### src/rtl/plot_arbiter_pkg.sv
// Shared drawing definitions for the plot arbiter: colours, screen bounds and FSM states.
// The CLEAR state exists only when PLOT_ARB_CLEAR_EN is defined.
package plot_arbiter_pkg;

  localparam logic [2:0] BLACK   = 3'b000;
  localparam logic [2:0] BLUE    = 3'b001;
  localparam logic [2:0] GREEN   = 3'b010;
  localparam logic [2:0] CYAN    = 3'b011;
  localparam logic [2:0] RED     = 3'b100;
  localparam logic [2:0] MAGENTA = 3'b101;
  localparam logic [2:0] YELLOW  = 3'b110;
  localparam logic [2:0] WHITE   = 3'b111;

  localparam int unsigned DEF_SIZE  = 4;
  localparam int unsigned DEF_X_MAX = 159;
  localparam int unsigned DEF_Y_MAX = 119;

  typedef enum logic [1:0] {
    ST_IDLE  = 2'd0,
`ifdef PLOT_ARB_CLEAR_EN
    ST_CLEAR = 2'd2,
`endif
    ST_SCAN  = 2'd1
  } state_e;

  typedef enum logic {
    OWN_A = 1'b0,
    OWN_B = 1'b1
  } owner_e;

  function automatic int unsigned cnt_w(input int unsigned n);
    return (n > 1) ? $clog2(n) : 1;
  endfunction

endpackage

### src/rtl/plot_arbiter_square_scan.sv
// square_scan: W x H raster counter, x fastest, wrapping back to (0,0) after the last cell.
// Exposes the next position so the owner can register pixel outputs with one cycle latency.
module square_scan
  import plot_arbiter_pkg::*;
#(
  parameter  int unsigned W  = DEF_SIZE,
  parameter  int unsigned H  = DEF_SIZE,
  localparam int unsigned XW = cnt_w(W),
  localparam int unsigned YW = cnt_w(H)
) (
  input  logic          clk,
  input  logic          resetn,
  input  logic          start_i,
  input  logic          step_i,
  output logic [XW-1:0] px_nxt_o,
  output logic [YW-1:0] py_nxt_o,
  output logic          last_o
);

  logic [XW-1:0] px_q, px_d;
  logic [YW-1:0] py_q, py_d;

  always_comb begin
    px_d = px_q;
    py_d = py_q;
    if (start_i) begin
      px_d = '0;
      py_d = '0;
    end else if (step_i) begin
      if (px_q == XW'(W - 1)) begin
        px_d = '0;
        py_d = (py_q == YW'(H - 1)) ? '0 : py_q + 1'b1;
      end else begin
        px_d = px_q + 1'b1;
      end
    end
  end

  always_ff @(posedge clk or negedge resetn) begin
    if (!resetn) begin
      px_q <= '0;
      py_q <= '0;
    end else begin
      px_q <= px_d;
      py_q <= py_d;
    end
  end

  assign px_nxt_o = px_d;
  assign py_nxt_o = py_d;
  assign last_o   = (px_q == XW'(W - 1)) && (py_q == YW'(H - 1));

endmodule

### src/rtl/plot_arbiter.sv
// plot_arbiter: round-robin share of the VGA plot port between two square requesters.
// Optional full-screen black clear enabled by defining PLOT_ARB_CLEAR_EN.
module plot_arbiter
  import plot_arbiter_pkg::*;
#(
  parameter int unsigned SIZE  = DEF_SIZE,
  parameter int unsigned X_MAX = DEF_X_MAX,
  parameter int unsigned Y_MAX = DEF_Y_MAX
) (
  input  logic       clk,
  input  logic       resetn,
  input  logic       a_valid,
  output logic       a_ready,
  input  logic [7:0] a_x,
  input  logic [6:0] a_y,
  input  logic [2:0] a_colour,
  input  logic       b_valid,
  output logic       b_ready,
  input  logic [7:0] b_x,
  input  logic [6:0] b_y,
  input  logic [2:0] b_colour,
`ifdef PLOT_ARB_CLEAR_EN
  input  logic       clear_req,
`endif
  output logic [7:0] vga_x,
  output logic [6:0] vga_y,
  output logic [2:0] vga_colour,
  output logic       vga_plot,
  output logic       a_done,
  output logic       b_done,
  output logic       busy
);

  localparam int unsigned PW = cnt_w(SIZE);

  state_e     state_q, state_d;
  owner_e     owner_q, owner_d;
  logic       last_b_q, last_b_d;
  logic [7:0] base_x_q, base_x_d;
  logic [6:0] base_y_q, base_y_d;
  logic [2:0] base_c_q, base_c_d;
  logic [7:0] x_q, x_d;
  logic [6:0] y_q, y_d;
  logic [2:0] c_q, c_d;
  logic       plot_q, plot_d;
  logic       adone_q, adone_d;
  logic       bdone_q, bdone_d;

  logic          grant_a, grant_b;
  logic          sq_start, sq_step, sq_last;
  logic [PW-1:0] sq_px_nxt, sq_py_nxt;
  logic [8:0]    sum_x;
  logic [7:0]    sum_y;

  square_scan #(.W(SIZE), .H(SIZE)) u_sq (
    .clk      (clk),
    .resetn   (resetn),
    .start_i  (sq_start),
    .step_i   (sq_step),
    .px_nxt_o (sq_px_nxt),
    .py_nxt_o (sq_py_nxt),
    .last_o   (sq_last)
  );

`ifdef PLOT_ARB_CLEAR_EN
  localparam int unsigned CXW = cnt_w(X_MAX + 1);
  localparam int unsigned CYW = cnt_w(Y_MAX + 1);

  logic           pend_q, pend_d;
  logic           clr_start, clr_step, clr_last;
  logic [CXW-1:0] clr_px_nxt;
  logic [CYW-1:0] clr_py_nxt;

  square_scan #(.W(X_MAX + 1), .H(Y_MAX + 1)) u_clr (
    .clk      (clk),
    .resetn   (resetn),
    .start_i  (clr_start),
    .step_i   (clr_step),
    .px_nxt_o (clr_px_nxt),
    .py_nxt_o (clr_py_nxt),
    .last_o   (clr_last)
  );
`endif

  // A tie goes to whichever side was not granted last.
  assign grant_a = a_valid && (!b_valid || last_b_q);
  assign grant_b = b_valid && !grant_a;

  always_comb begin
    state_d  = state_q;
    owner_d  = owner_q;
    last_b_d = last_b_q;
    base_x_d = base_x_q;
    base_y_d = base_y_q;
    base_c_d = base_c_q;
    x_d      = '0;
    y_d      = '0;
    c_d      = BLACK;
    plot_d   = 1'b0;
    adone_d  = 1'b0;
    bdone_d  = 1'b0;
    a_ready  = 1'b0;
    b_ready  = 1'b0;
    sq_start = 1'b0;
    sq_step  = 1'b0;
    sum_x    = '0;
    sum_y    = '0;
`ifdef PLOT_ARB_CLEAR_EN
    clr_start = 1'b0;
    clr_step  = 1'b0;
    pend_d    = pend_q || (clear_req && (state_q != ST_IDLE));
`endif

    case (state_q)
      ST_IDLE: begin
`ifdef PLOT_ARB_CLEAR_EN
        if (clear_req || pend_q) begin
          state_d   = ST_CLEAR;
          clr_start = 1'b1;
          pend_d    = 1'b0;
          plot_d    = 1'b1;
        end else
`endif
        if (grant_a || grant_b) begin
          a_ready  = grant_a;
          b_ready  = grant_b;
          state_d  = ST_SCAN;
          sq_start = 1'b1;
          last_b_d = grant_b;
          owner_d  = grant_b ? OWN_B : OWN_A;
          base_x_d = grant_b ? b_x : a_x;
          base_y_d = grant_b ? b_y : a_y;
          base_c_d = grant_b ? b_colour : a_colour;
          // First pixel is the corner itself, registered on the accept edge.
          sum_x    = {1'b0, base_x_d};
          sum_y    = {1'b0, base_y_d};
          x_d      = sum_x[7:0];
          y_d      = sum_y[6:0];
          c_d      = base_c_d;
          plot_d   = (sum_x <= 9'(X_MAX)) && (sum_y <= 8'(Y_MAX));
        end
      end

      ST_SCAN: begin
        sq_step = 1'b1;
        if (sq_last) begin
          state_d = ST_IDLE;
        end else begin
          sum_x   = {1'b0, base_x_q} + 9'(sq_px_nxt);
          sum_y   = {1'b0, base_y_q} + 8'(sq_py_nxt);
          x_d     = sum_x[7:0];
          y_d     = sum_y[6:0];
          c_d     = base_c_q;
          plot_d  = (sum_x <= 9'(X_MAX)) && (sum_y <= 8'(Y_MAX));
          adone_d = (owner_q == OWN_A) && (sq_px_nxt == PW'(SIZE - 1))
                    && (sq_py_nxt == PW'(SIZE - 1));
          bdone_d = (owner_q == OWN_B) && (sq_px_nxt == PW'(SIZE - 1))
                    && (sq_py_nxt == PW'(SIZE - 1));
        end
      end

`ifdef PLOT_ARB_CLEAR_EN
      ST_CLEAR: begin
        clr_step = 1'b1;
        if (clr_last) begin
          state_d = ST_IDLE;
        end else begin
          x_d    = 8'(clr_px_nxt);
          y_d    = 7'(clr_py_nxt);
          plot_d = 1'b1;
        end
      end
`endif

      default: state_d = ST_IDLE;
    endcase
  end

  always_ff @(posedge clk or negedge resetn) begin
    if (!resetn) begin
      state_q  <= ST_IDLE;
      owner_q  <= OWN_A;
      last_b_q <= 1'b1;
      base_x_q <= '0;
      base_y_q <= '0;
      base_c_q <= '0;
      x_q      <= '0;
      y_q      <= '0;
      c_q      <= '0;
      plot_q   <= 1'b0;
      adone_q  <= 1'b0;
      bdone_q  <= 1'b0;
    end else begin
      state_q  <= state_d;
      owner_q  <= owner_d;
      last_b_q <= last_b_d;
      base_x_q <= base_x_d;
      base_y_q <= base_y_d;
      base_c_q <= base_c_d;
      x_q      <= x_d;
      y_q      <= y_d;
      c_q      <= c_d;
      plot_q   <= plot_d;
      adone_q  <= adone_d;
      bdone_q  <= bdone_d;
    end
  end

`ifdef PLOT_ARB_CLEAR_EN
  always_ff @(posedge clk or negedge resetn) begin
    if (!resetn) pend_q <= 1'b0;
    else         pend_q <= pend_d;
  end
`endif

  assign vga_x      = x_q;
  assign vga_y      = y_q;
  assign vga_colour = c_q;
  assign vga_plot   = plot_q;
  assign a_done     = adone_q;
  assign b_done     = bdone_q;
  assign busy       = (state_q != ST_IDLE);

endmodule

### config.mk
export PLATFORM = sky130hd
export DESIGN_NAME = plot_arbiter
export DESIGN_NICKNAME = d
export VERILOG_FILES = /design/src/rtl/plot_arbiter_pkg.sv /design/src/rtl/plot_arbiter_square_scan.sv /design/src/rtl/plot_arbiter.sv
export SDC_FILE = /design/constraint.sdc
export NUM_CORES = 1
export LEC_CHECK = 0
export ABC_AREA = 1
export BUFFER_PORTS_ARGS = -buffer_cell sky130_fd_sc_hd__buf_2
export CAP_MARGIN = 5
export CORE_AREA = 2 2 93 95
export DETAILED_ROUTE_END_ITERATION = 16
export DIE_AREA = 0 0 95 97
export GPL_ROUTABILITY_DRIVEN = 0
export PLACE_DENSITY = 0.62
export SLEW_MARGIN = 20
export SYNTH_ARGS = -nofsm -noshare
export SYNTH_HDL_FRONTEND = slang
export SYNTH_HIERARCHICAL = 1
export SYNTH_SLANG_ARGS = --single-unit
### constraint.sdc
create_clock -name clk -period 5 [get_ports clk]
set_input_delay 0.5 -clock clk [delete_from_list [all_inputs] [get_ports clk]]
set_output_delay 0.5 -clock clk [all_outputs]
set_load 0.03 [all_outputs]
**Word level (Yosys, flattened, before mapping)**

Cells that the tools add are included.

- Register bits after elaboration: 47
- Output and inout bits: 24

- Reductions and logical operators: 17
- Bitwise logic cells: 1
- $lt $le $gt $ge: 4
- Multiplexer cells: 37
- Equality and inequality tests: 7
- Add/subtract/negate cells: 4

Operator list:

| cell | count |
|---|---|
| $mux 8 | 3 |
| $mux 7 | 3 |
| $mux 2 | 9 |
| $pmux 8 s2 | 1 |
| $mux 1 | 14 |
| $pmux 7 s2 | 1 |
| $add 8x2->9 | 1 |
| $le 9x8->1 const B | 1 |
| $logic_and 1x1->1 | 9 |
| $mux 3 | 3 |
| $add 7x2->8 | 1 |
| $eq 2x2->1 const B | 4 |
| $le 8x7->1 const B | 1 |
| $le 8x8->1 const B | 1 |
| $le 7x7->1 const B | 1 |
| $pmux 3 s2 | 1 |
| $add 2x1->2 const B | 2 |
| $ne 2x2->1 const B | 2 |
| $pmux 2 s2 | 1 |
| $reduce_and 2->1 | 2 |
| $eq 2x1->1 const B | 1 |
| $logic_not 1->1 | 2 |
| $logic_not 2->1 | 1 |
| $logic_or 1x1->1 | 2 |
| other kinds (3) | 3 |

**Longest topological paths before layout**

Gate-level depths: netlist (run 1).

- Depth after elaboration: 14
- Depth in mapped cells: 19
- Mapped depth without buffers: 17

**By module**

The synthesis (run 1) kept the hierarchy.

By module, submodules not included:

| module | times used | cells each | sequential area each (sq um) | area an instance (sq um) |
|---|---|---|---|---|
| plot_arbiter | 1 | 275 | 1052.3 | 2167.1 |
| square_scan | 1 | 31 | 100.1 | 232.7 |

**Least setup slack after synthesis (run 1)**

No wires, ideal clock.

- Path type: reg-to-reg
- From: register state_q[0]
- To: register plot_q, in the netlist vga_plot
- Cell stages (with the launch flop): 16
- Data required time: 4883 ps
- Arrival time: 2443 ps
- Path slack: 2439 ps
- Path through: dfrtp_1 > a21oi_2 > buf_2 > buf_2 > inv_1 > nand2_1 > nor2_1 > ha_1 > inv_1 > fa_1 > o21ai_0 > nand2_1 > nor2_1 > nand4_1 > nand3_1 > nand2_1

RTL lines:

| item | RTL line | RTL |
|---|---|---|
| start: declaration | plot_arbiter.sv:36 | `state_e state_q, state_d;` |
| start signal: assignment | plot_arbiter.sv:194 | `state_q <= state_d;` |
| $logic_not 2->1 | plot_arbiter.sv:114 | `case (state_q)` |
| $mux 1 | plot_arbiter.sv:114 |  |
| via sq_start | plot_arbiter.sv:50 | `logic sq_start, sq_step, sq_last;` |
| $mux 2 | plot_arbiter_square_scan.sv:26 | `if (start_i) begin` |
| via sq_py_nxt[0] | plot_arbiter.sv:51 | `logic [PW-1:0] sq_px_nxt, sq_py_nxt;` |
| $add 7x2->8 | plot_arbiter.sv:150 | `sum_y = {1'b0, base_y_q} + 8'(sq_py_nxt);` |
| $le 8x7->1 | plot_arbiter.sv:154 | `plot_d = (sum_x <= 9'(X_MAX)) && (sum_y <= 8'(Y_MAX));` |
| $logic_and 1x1->1 | plot_arbiter.sv:154 |  |
| $mux 1 | plot_arbiter.sv:146 | `if (sq_last) begin` |
| $pmux 1 s2 | plot_arbiter.sv:114 |  |
| via plot_d | plot_arbiter.sv:45 | `logic plot_q, plot_d;` |
| end signal: assignment | plot_arbiter.sv:203 | `plot_q <= plot_d;` |
| end: declaration | plot_arbiter.sv:45 |  |

The timed path passes the listed nets, and every way through them passes these cells.
A chain may end at the register's enable or synchronous reset.

**Worst setup path in the final report (run 1)**

- From: register state_q[0]
- To: register plot_q, in the netlist vga_plot

- Longest elaborated chain between the ends: 9

RTL lines:

| item | RTL line | RTL |
|---|---|---|
| $eq 2x1->1 | plot_arbiter.sv:114 |  |
| $mux 1 | plot_arbiter.sv:114 |  |
| $mux 2 | plot_arbiter_square_scan.sv:29 | `end else if (step_i) begin` |
| $mux 2 * | plot_arbiter_square_scan.sv:26 |  |
| via sq_py_nxt[0] | plot_arbiter.sv:51 |  |
| $add 7x2->8 * | plot_arbiter.sv:150 |  |
| $le 8x7->1 * | plot_arbiter.sv:154 |  |
| $logic_and 1x1->1 * | plot_arbiter.sv:154 |  |
| $mux 1 * | plot_arbiter.sv:146 |  |
| $pmux 1 s2 * | plot_arbiter.sv:114 |  |
| via plot_d | plot_arbiter.sv:45 |  |

The timed path passes the listed nets; every way through them passes the cells marked *.

==> results of run 1 <==
==> cells in the final DEF (no fill, tap or decap), types with 2 or more instances in the layout <==
master and instances:
or2_1 6, clkbuf_8 5, inv_2 3, nor2_1 43, o21ai_1 25, o21ai_0 21, nand2_1 75, nand4_1 6
fa_1 2, nand3_1 13, buf_2 62, dfrtp_1 45, ha_1 8, buf_4 2, inv_1 39, o21ai_2 2
==> power by group <==
group          internal [W]  switching (W)  leakage [nW]
Clock              0.000149       0.000124        0.0514
Combinational      0.000318       0.000668         0.973
Sequential         0.000562       0.000117         0.560
Total               0.00103       0.000909          1.58
==> cells by family after synthesis <==
family                   synth area share, %
AO/OA/AOI/OAI                          11.89
buffers and inverters                  8.603
AND/OR/NAND/NOR                        25.29
flip-flops                             48.02
adder cells (fa/ha/maj)                5.840
XOR/XNOR                              0.3650
==> cell usage after synthesis (2+ instances only) <==
master | count | area share [%]
o21ai_0 | 21 | 4.4
ha_1 | 8 | 4.2
dfrtp_1 | 45 | 47
nand4_1 | 6 | 1.6
inv_2 | 3 | 0.47
nand2_1 | 75 | 12
buf_2 | 6 | 1.3
inv_1 | 39 | 6.1
clkbuf_1 | 2 | 0.31
o21ai_2 | 2 | 0.73
nor2_1 | 43 | 6.7
fa_1 | 2 | 1.7
nand3_1 | 13 | 2.7
o21ai_1 | 25 | 5.2
or2_1 | 6 | 1.6
==> registers in the layout, indices dropped and copies added (netlist names) <==
| register | flops |
|---|---|
| state_q | 1 |
| base_c_q | 3 |
| vga_y | 7 |
| vga_plot | 1 |
| b_done | 1 |
| owner_q | 1 |
| u_sq/py_q | 2 |
| vga_colour | 3 |
| base_x_q | 8 |
| vga_x | 8 |
| last_b_q | 1 |
| base_y_q | 7 |
| u_sq/px_q | 2 |
| a_done | 1 |
==> worst max-delay path, cell delays in order, from the launching register on <==
cell and delay [ns]:
dfrtp_1 0.54, a21oi_2 0.05, buf_4 0.21, inv_1 0.12, nand2_1 0.06, nor2_1 0.16, ha_1 0.25, inv_1 0.07
fa_1 0.41, o21ai_0 0.18, nand2_1 0.09, nor2_1 0.13, nand4_1 0.10, nand3_1 0.08, nand2_1 0.05
==> per-layer routing <==
layer  vias to the layer above  GRT usage, %  part of all wire, %
met5                         -             0                    0
met4                         0         3.679                  1.2
met3                         7         2.648                  5.4
met2                        55         20.79                   46
met1                       978         18.50                   47
li1                       1078             -                    -
==> final timing paths <==
check                                       start  cells after the start  slack, ns                   to
max in group asynchronous                  resetn                      1       4.42   vga_y[0]$_DFF_PN0_
hold / removal                             resetn                      1       0.19  owner_q$_DFFE_PN0P_
setup / recovery           state_q[0]$_DFFE_PN0P_                     14       2.43   vga_plot$_DFF_PN0_
min in group clk              owner_q$_DFFE_PN0P_                      1       0.44     a_done$_DFF_PN0_
setup reg to reg           state_q[0]$_DFFE_PN0P_                     14       2.43   vga_plot$_DFF_PN0_
hold reg to reg               owner_q$_DFFE_PN0P_                      1       0.44     a_done$_DFF_PN0_
==> per-stage QoR <==
stage | area, um^2 | setup slack (ns) | instances | total power, W
2_1_floorplan | 2400 | 2.439 | 306 | 0.001404
3_3_place_gp | 2805 | 2.364 | 466 | 0.001669
3_5_place_dp | 2805 | 2.251 | 466 | 0.001675
4_1_cts | 2915 | 2.447 | 474 | 0.001963
5_1_grt | 2918 | 2.188 | 474 | 0.002139
6_report | 2918 | 2.427 | 474 | 0.001938
==> area by class of cell <==
| cell class | instances | area [um^2] |
|---|---|---|
| flip-flops and latches | 46 | 1152 |
| well taps | 105 | 131.4 |
| clock inverters | 2 | 37.54 |
| repair buffers | 64 | 325.3 |
| inverters | 42 | 157.7 |
| fillers | 871 | 5216 |
| multi-input cells | 209 | 1041 |
| clock buffers | 6 | 72.57 |
==> impl_metrics.csv, run 1 <==
group,metric,value,unit
floorplanning,fp.coreArea,0.008134,mm^2
placed_design,place_hpwl,4138,um
route,ant_nets,0,
critical_path,crit_required,5.20,ns
floorplanning,dieArea,0.009215,mm^2
sta,worst_slew_pin_slew,0.7494,ns
yosys,synth_cell_types,25,
placed_design,port_buffers,63,
yosys,synth-warning-count,6,
cells_and_area,drive_gt1_share,22.22,%
pwr,power_leakage,1.584,nW
global_route,overflow,0,
cts,post-cts-setup-buffer-count,0,
pwr,ir_drop,258.2,uV
outcome,outcome,"finished, final reports clean",
sta,hold_slack,0.1937,ns
cts,htreeDepth,2,
sta,finalCritPeriodShare,51.46,%
critical_path,cp.arrival,2.77,ns
route,vias_per_cell,4.468,
critical_path,critPathMaxFanout,20,
floorplanning,floorplan.rows,33,
floorplanning,start_util,29.50,%
yosys,synth_seq_area_share,48.02,%
route,wire_per_inst,11.88,um
pwr,p_per_area,664.3,mW/mm^2
critical_path,critPathLaunchType,"flip-flop",
floorplanning,fp.dieW,95,um
sta,max_freq,388.7,MHz
global_route,grt_pass1_vias,2034,
sta,fin_worst_skew,0.009968,ns
cts,clkTransAtPathRegs,0.09,ns
yosys,synth_edf_count,0,
critical_path,end_kind,"flip-flop",
sta,final.setup.tns,0,ns
sta,rsz0062_at_grt,"no",
floorplanning,die_h,97,um
global_route,grtUsageTotal,13.25,%
route,vias,2118,
yosys,postSynthAreaPerCell,7.842,um^2
cells_and_area,final_util,35.87,%
worst_hold_path,hold_class,"primary input to asynchronous set/reset pin",
cells_and_area,fin_nets,418,
cts,tritoncts,"built",
cts,clockBufferDepth,2,
cts,cts_root_buffer,"clkbuf_8",
route,drt_iter0_drc,67,
global_route,antenna_found_initial,0,
floorplanning,boundaryPins,64,
sta,slew_headroom,49.93,%
global_route,grt_max_degree,47,
sta,finalHoldViolations,0,
critical_path,critPathKind,"flip-flop to flip-flop",
job,maxCapViolations,0,
yosys,synth-async-reset-ratio,100.0,%
sta,finalSetupViolations,0,
sta,slew_violations,0,
sta,fin_crit,2.573,ns
yosys,syn_area,0.002400,mm^2
route,drt_first_pass_iters,4,
route,drc_errors,0,
cts,cts_hold_buf,0,
cts,clkSinkCount,46,
cts,cts_made_buffers,5,
global_route,grt_pass1_wl,9618,um
yosys,yosys_most_used_dff,"dfrtp_1",
yosys,synth_seq_cells,46,
cells_and_area,area_growth,21.59,%
route,finalWirelength,5631,um
yosys,synthesis.instances,306,
cts,worstSkewPairLatency,0.30,ns
yosys,syn-num-nets,356,
cells_and_area,antenna_cells,0,
cts,cts_resized,0,
No activity file was read; power rests on OpenSTA's default activity.
==> run 2, diff against run 1 <==
Settings changed: PLACE_DENSITY 0.62 to 0.63.
Clock period 5 ns to 2.2 ns, I/O delays scaled along.
==> impl_metrics.csv, run 2 (synthesized netlist as in run 1, its figures left out) <==
group,metric,value,unit
pwr,power_leakage,1.650,nW
cts,worstSkewPairLatency,0.30,ns
placed_design,port_buffers,63,
sta,finalSetupViolations,0,
cts,tritoncts,"built",
critical_path,end_kind,"flip-flop",
global_route,grt_max_degree,35,
critical_path,startpoint,"u_sq/px_q[1]$_DFF_PN0_",
cts,cts_root_buffer,"clkbuf_8",
global_route,grt_pass1_vias,2038,
critical_path,reg2reg_depth,14,
cts,cts_hold_buf,0,
pwr,p_per_area,1560,mW/mm^2
floorplanning,fp.coreArea,0.008134,mm^2
cells_and_area,area_growth,28.99,%
route,vias_per_cell,4.470,
floorplanning,die_h,97,um
cells_and_area,fin_nets,431,
critical_path,crit_chain,"ha_4, nand2_4, nand2_2, nand2_2, nor2_4, ha_4, inv_2, fa_2, o21ai_1, nand2_1, nor2_1, nand4_1, nand3_1, nand2_1",
job,maxCapViolations,0,
route,drc_errors,0,
critical_path,reg2reg_to,"vga_plot$_DFF_PN0_",
global_route,antenna_found_initial,0,
pwr,ir_drop,456.6,uV
cells_and_area,design_area,0.003095,mm^2
critical_path,critPathMaxFanout,4,
critical_path,slowest_stage,"dfrtp_1",
critical_path,crit_required,2.40,ns
cts,cts_made_buffers,5,
cells_and_area,mostFrequentLayoutCells,"nand2_1, buf_2, dfrtp_1, nor2_1, inv_1",
route,drt_iter0_drc,71,
sta,final.setup.tns,0,ns
placed_design,placed_area,0.002849,mm^2
sta,slew_violations,0,
global_route,grtUsageTotal,13.59,%
sta,max_freq,472.7,MHz
floorplanning,floorplan.rows,33,
outcome,violations,"negative hold slack",
critical_path,worstSetupEndpoint,"vga_plot$_DFF_PN0_",
cts,clkSinkCount,46,
route,drt_first_pass_iters,4,
critical_path,critPathLaunchType,"flip-flop",
route,vias,2177,
cts,htreeDepth,2,
cells_and_area,final_util,38.06,%
sta,hold_slack,-0.01331,ns
global_route,grt_pass1_wl,9708,um
cells_and_area,antenna_cells,0,
sta,finalHoldViolations,32,
floorplanning,dieArea,0.009215,mm^2
cts,clkTransAtPathRegs,0.09,ns
route,ant_nets,0,
critical_path,r2r_slack,0.08,ns
floorplanning,fp.dieW,95,um
sta,fin_worst_skew,0.007162,ns
outcome,outcome,"complete, but fails checks",
route,wire_per_inst,12.30,um
floorplanning,boundaryPins,64,
cells_and_area,drive_gt1_share,30.37,%
cells_and_area,final_common_cell,"nand2_1",
critical_path,critPathKind,"flip-flop to flip-flop",
global_route,overflow,0,
critical_path,worst-path-stages,14,
route,finalWirelength,5992,um
critical_path,slowest_delay,0.43,ns
critical_path,critical-path-top-delay-family,"adder cells",
placed_design,place_hpwl,4370,um
critical_path,cp.arrival,2.31,ns
critical_path,path_buf_inv,1,
sta,finalCritPeriodShare,96.17,%
sta,rsz0062_at_grt,"yes",
critical_path,r2r_start,"u_sq/px_q[1]$_DFF_PN0_",
floorplanning,start_util,29.50,%
cts,clockBufferDepth,2,
sta,slew_headroom,49.85,%
sta,worst_slew_pin_slew,0.7523,ns
worst_hold_path,hold_class,"primary input to asynchronous set/reset pin",
sta,fin_crit,2.116,ns
==> run 2: cell count changes in the layout (fill, tap and decap cells not counted), moves of 3 or more <==
cell and change:
nand2_1 -3, nor2_1 -6, inv_1 -3, ha_2 +3, inv_2 +3, ha_1 -5, buf_4 +12, nor2_2 +4
==> run 2: worst min-delay path by stage <==
| stage | start | to | cells past startpoint |
|---|---|---|---|
| CTS | resetn | vga_colour[1]$_DFF_PN0_ | 1 |
| floorplan | resetn | a_done$_DFF_PN0_ | 0 |
| finish | resetn | vga_plot$_DFF_PN0_ | 1 |
| global placement | resetn | a_done$_DFF_PN0_ | 1 |
| detailed placement | resetn | a_done$_DFF_PN0_ | 1 |
| global route | resetn | vga_x[1]$_DFF_PN0_ | 1 |
==> run 2: repair_timing <==
item | 4_1_cts | 5_1_grt
endpoints found under the setup margin | 0 | 6
setup buffers | 0 | 9
gates resized for setup | 0 | 21
endpoints found under the hold margin | 0 | 0
==> run 2: per-stage QoR <==
step	power (W)	cells	setup slack (ns)
after floorplan	0.003246	306	-0.04585
after global placement	0.003869	470	0.1023
after detailed placement	0.003942	470	0.03187
after CTS	0.004579	478	0.01291
after global routing	0.005291	487	-0.05456
final	0.004830	487	0.08436
==> run 2: layer usage <==
| layer | up-vias | wire length (um) | global-route usage [%] |
|---|---|---|---|
| met3 | 5 | 369 | 3.115 |
| met2 | 61 | 2839 | 21.28 |
| met1 | 1004 | 2717 | 18.87 |
| li1 | 1107 | - | - |
| met5 | - | 0 | 0 |
| met4 | 0 | 66 | 3.567 |
==> run 2: power breakdown <==
part / leakage [nW] / switching (W) / internal [W]
clock: 0.0524 / 0.000281 / 0.000340
sequential: 0.558 / 0.000280 / 0.00128
combinational: 1.04 / 0.00168 / 0.000969
total: 1.65 / 0.00224 / 0.00259
==> run 2: cell type report <==
| class | count | area, um^2 |
|---|---|---|
| fillers | 822 | 5039 |
| flip-flops and latches | 46 | 1155 |
| multi-input cells | 209 | 1125 |
| repair buffers | 77 | 420.4 |
| inverters | 42 | 157.7 |
| well taps | 105 | 131.4 |
| clock buffers | 7 | 76.32 |
| clock inverters | 1 | 30.03 |
==> run 2: worst register-to-register path, stage by stage, from the launching register on <==
cell	delay, ns
dfrtp_1	0.43
ha_4	0.17
nand2_4	0.07
nand2_2	0.08
nand2_2	0.06
nor2_4	0.11
ha_4	0.16
inv_2	0.04
fa_2	0.37
o21ai_1	0.15
nand2_1	0.08
nor2_1	0.09
nand4_1	0.08
nand3_1	0.09
nand2_1	0.05
==> run 3, diff against run 2 <==
Settings changed: CTS_BUF_LIST from default to sky130_fd_sc_hd__clkbuf_8, SYNTH_HIERARCHICAL 1 to default.
==> impl_metrics.csv, run 3 <==
group,metric,value,unit
outcome,outcome,"finished, final reports clean",
critical_path,r2r_start,"u_sq.px_q[1]$_DFF_PN0_",
cells_and_area,drive_gt1_share,28.35,%
floorplanning,boundaryPins,64,
yosys,syn_area,0.002387,mm^2
cts,clkTransAtPathRegs,0.09,ns
critical_path,cp.arrival,2.32,ns
pwr,power_leakage,1.647,nW
global_route,grt_max_degree,27,
pwr,ir_drop,403.2,uV
critical_path,startpoint,"u_sq.px_q[1]$_DFF_PN0_",
yosys,synth-warning-count,0,
yosys,synth_top_area_share,47.17,%
critical_path,reg2reg_depth,16,
route,wire_per_inst,12.31,um
yosys,yosys_most_used_dff,"dfrtp_1",
cts,cts_made_buffers,5,
route,drt_iter0_drc,114,
worst_hold_path,hold_depth,3,
sta,worst_slew_pin_slew,0.5034,ns
placed_design,placed_cells,469,
route,vias,2202,
floorplanning,fp.dieW,95,um
yosys,yosysTopAreaCell,"dfrtp_1",
sta,finalHoldViolations,0,
yosys,syn-num-nets,349,
sta,slew_headroom,66.23,%
sta,fin_ws,0.1272,ns
cts,clockBufferDepth,2,
critical_path,worstSetupEndpoint,"vga_plot$_DFF_PN0_",
placed_design,pre_cts_ws,0.04700,ns
sta,fin_worst_skew,0.007283,ns
cts,htreeDepth,2,
placed_design,place_hpwl,4340,um
floorplanning,start_util,29.35,%
floorplanning,dieArea,0.009215,mm^2
worst_hold_path,hold_class,"primary input to flip-flop",
cells_and_area,design_area,0.003063,mm^2
job,maxCapViolations,0,
yosys,yosysMostFrequentCell,"nand2_1",
global_route,overflow,0,
sta,finalSetupViolations,0,
yosys,postSynthAreaPerCell,7.879,um^2
floorplanning,die_h,97,um
placed_design,placed_area,0.002850,mm^2
cts,clkSinkCount,46,
sta,max_freq,482.4,MHz
placed_design,port_buffers,63,
route,drt_first_pass_iters,4,
route,ant_nets,0,
cts,cts_root_buffer,"clkbuf_8",
cts,worstSkewPairLatency,0.30,ns
global_route,grt_pass1_vias,2216,
cts,tritoncts,"built",
yosys,synth_common_cells,"nand2_1, dfrtp_1, o21ai_0",
route,drc_errors,0,
critical_path,r2r_slack,0.13,ns
global_route,grtUsageTotal,13.55,%
critical_path,end_kind,"flip-flop",
yosys,synthesis.instances,303,
yosys,synth-async-reset-ratio,100.0,%
cells_and_area,final_common_cell,"nand2_1",
critical_path,crit_required,2.44,ns
yosys,synth_seq_cells,46,
critical_path,reg2reg_to,"vga_plot$_DFF_PN0_",
yosys,synth_seq_area_share,48.27,%
floorplanning,floorplan.rows,33,
critical_path,critPathLaunchType,"flip-flop",
global_route,antenna_found_initial,0,
cells_and_area,fin_nets,426,
cells_and_area,area_growth,28.30,%
cells_and_area,final_cells,486,
critical_path,critPathMaxFanout,6,
route,vias_per_cell,4.531,
yosys,synth_cell_types,28,
yosys,synth_edf_count,0,
pwr,p_per_area,1466,mW/mm^2
cells_and_area,antenna_cells,0,
sta,fin_crit,2.073,ns
critical_path,critPathKind,"flip-flop to flip-flop",
cells_and_area,nFillCells,821,
route,finalWirelength,5985,um
cells_and_area,mostFrequentLayoutCells,"nand2_1, buf_2, dfrtp_1, o21ai_0, inv_1",
sta,finalCritPeriodShare,94.22,%
floorplanning,fp.coreArea,0.008134,mm^2
global_route,grt_pass1_wl,9853,um
yosys,synthTopCellsByArea,"dfrtp_1, nand2_1, o21ai_0, inv_1, nor2_1",
sta,slew_violations,0,
==> run 3: changes by cell type in the layout (fill, tap and decap cells not counted), moves of 5 or more <==
cell and delta:
nand2_1 +9, nor2_2 -5, o21ai_0 +22, o21ai_1 -26
or2_1 -6
==> run 3: routing by layer <==
metal / vias up / global-route usage, % / part of all wire (%)
met3: 14 / 3.505 / 3.9
met5: - / 0 / 0
met2: 43 / 22.26 / 49
met4: 0 / 6.577 / 3.3
li1: 1111 / - / -
met1: 1034 / 16.28 / 44
==> run 3: worst min path at each step <==
stage,to,slack [ns],startpoint
CTS,base_x_q[3]$_DFFE_PN0P_,0.19,b_x[3]
finish,base_y_q[0]$_DFFE_PN0P_,0.20,b_y[0]
detailed placement,a_done$_DFF_PN0_,0.22,resetn
global placement,a_done$_DFF_PN0_,0.22,resetn
global route,base_x_q[3]$_DFFE_PN0P_,0.21,b_x[3]
floorplan,a_done$_DFF_PN0_,-0.08,resetn
==> run 3: final cells by class <==
type	instances	area, um^2	share of cell area (%)
Clock buffer	8	110.1	3.595
Multi-Input combinational cell	209	1075	35.09
Timing Repair Buffer	78	442.9	14.46
Inverter	40	150.1	4.902
Tap cell	105	131.4	4.289
Sequential cell	46	1154	37.66
==> run 3: through the flow <==
stage	power [W]	TNS [ns]	utilization (%)	hold WS (ns)
2_1_floorplan	0.003108	0	-	-0.07559
3_3_place_gp	0.003682	0	35.04	0.2240
3_5_place_dp	0.003714	0	35.04	0.2234
4_1_cts	0.004335	0	36.52	0.1914
5_1_grt	0.004875	-0.04853	37.66	0.2120
6_report	0.004489	0	37.66	0.1968
==> run 3: power by group <==
| part | switching [W] | internal [W] |
|---|---|---|
| logic | 0.00158 | 0.000828 |
| registers | 0.000224 | 0.00126 |
| clock network | 0.000286 | 0.000317 |
| total | 0.00209 | 0.00240 |
==> run 3: timing repair <==
action,in CTS,in global routing
endpoints found under the setup margin,0,4
resized for setup,0,9
hold endpoints to repair,19,0
buffers inserted,0,8
hold buffers,1,0
==> run 3: cells by family (layout without fill, tap and decap cells) <==
| family | Yosys count | after routing | synth area share (%) |
|---|---|---|---|
| AO/OA/AOI/OAI | 52 | 52 | 12.00 |
| XOR/XNOR | 2 | 2 | 0.7339 |
| buffers and inverters | 48 | 126 | 8.018 |
| adder cells (fa/ha/maj) | 6 | 6 | 3.145 |
| flip-flops | 46 | 46 | 48.27 |
| AND/OR/NAND/NOR | 149 | 149 | 27.83 |
==> run 3: critical path, cell delays in order, from the launching register on <==
cell	delay (ns)
dfrtp_1	0.44
ha_4	0.25
nand2_1	0.07
nand2_2	0.10
nand2_4	0.11
xor2_1	0.16
inv_1	0.06
ha_1	0.19
inv_1	0.09
nand2_4	0.08
nand3_1	0.07
nand2_1	0.05
inv_1	0.06
nand3_1	0.08
a21oi_2	0.12
nand2_1	0.05
nand2_1	0.05
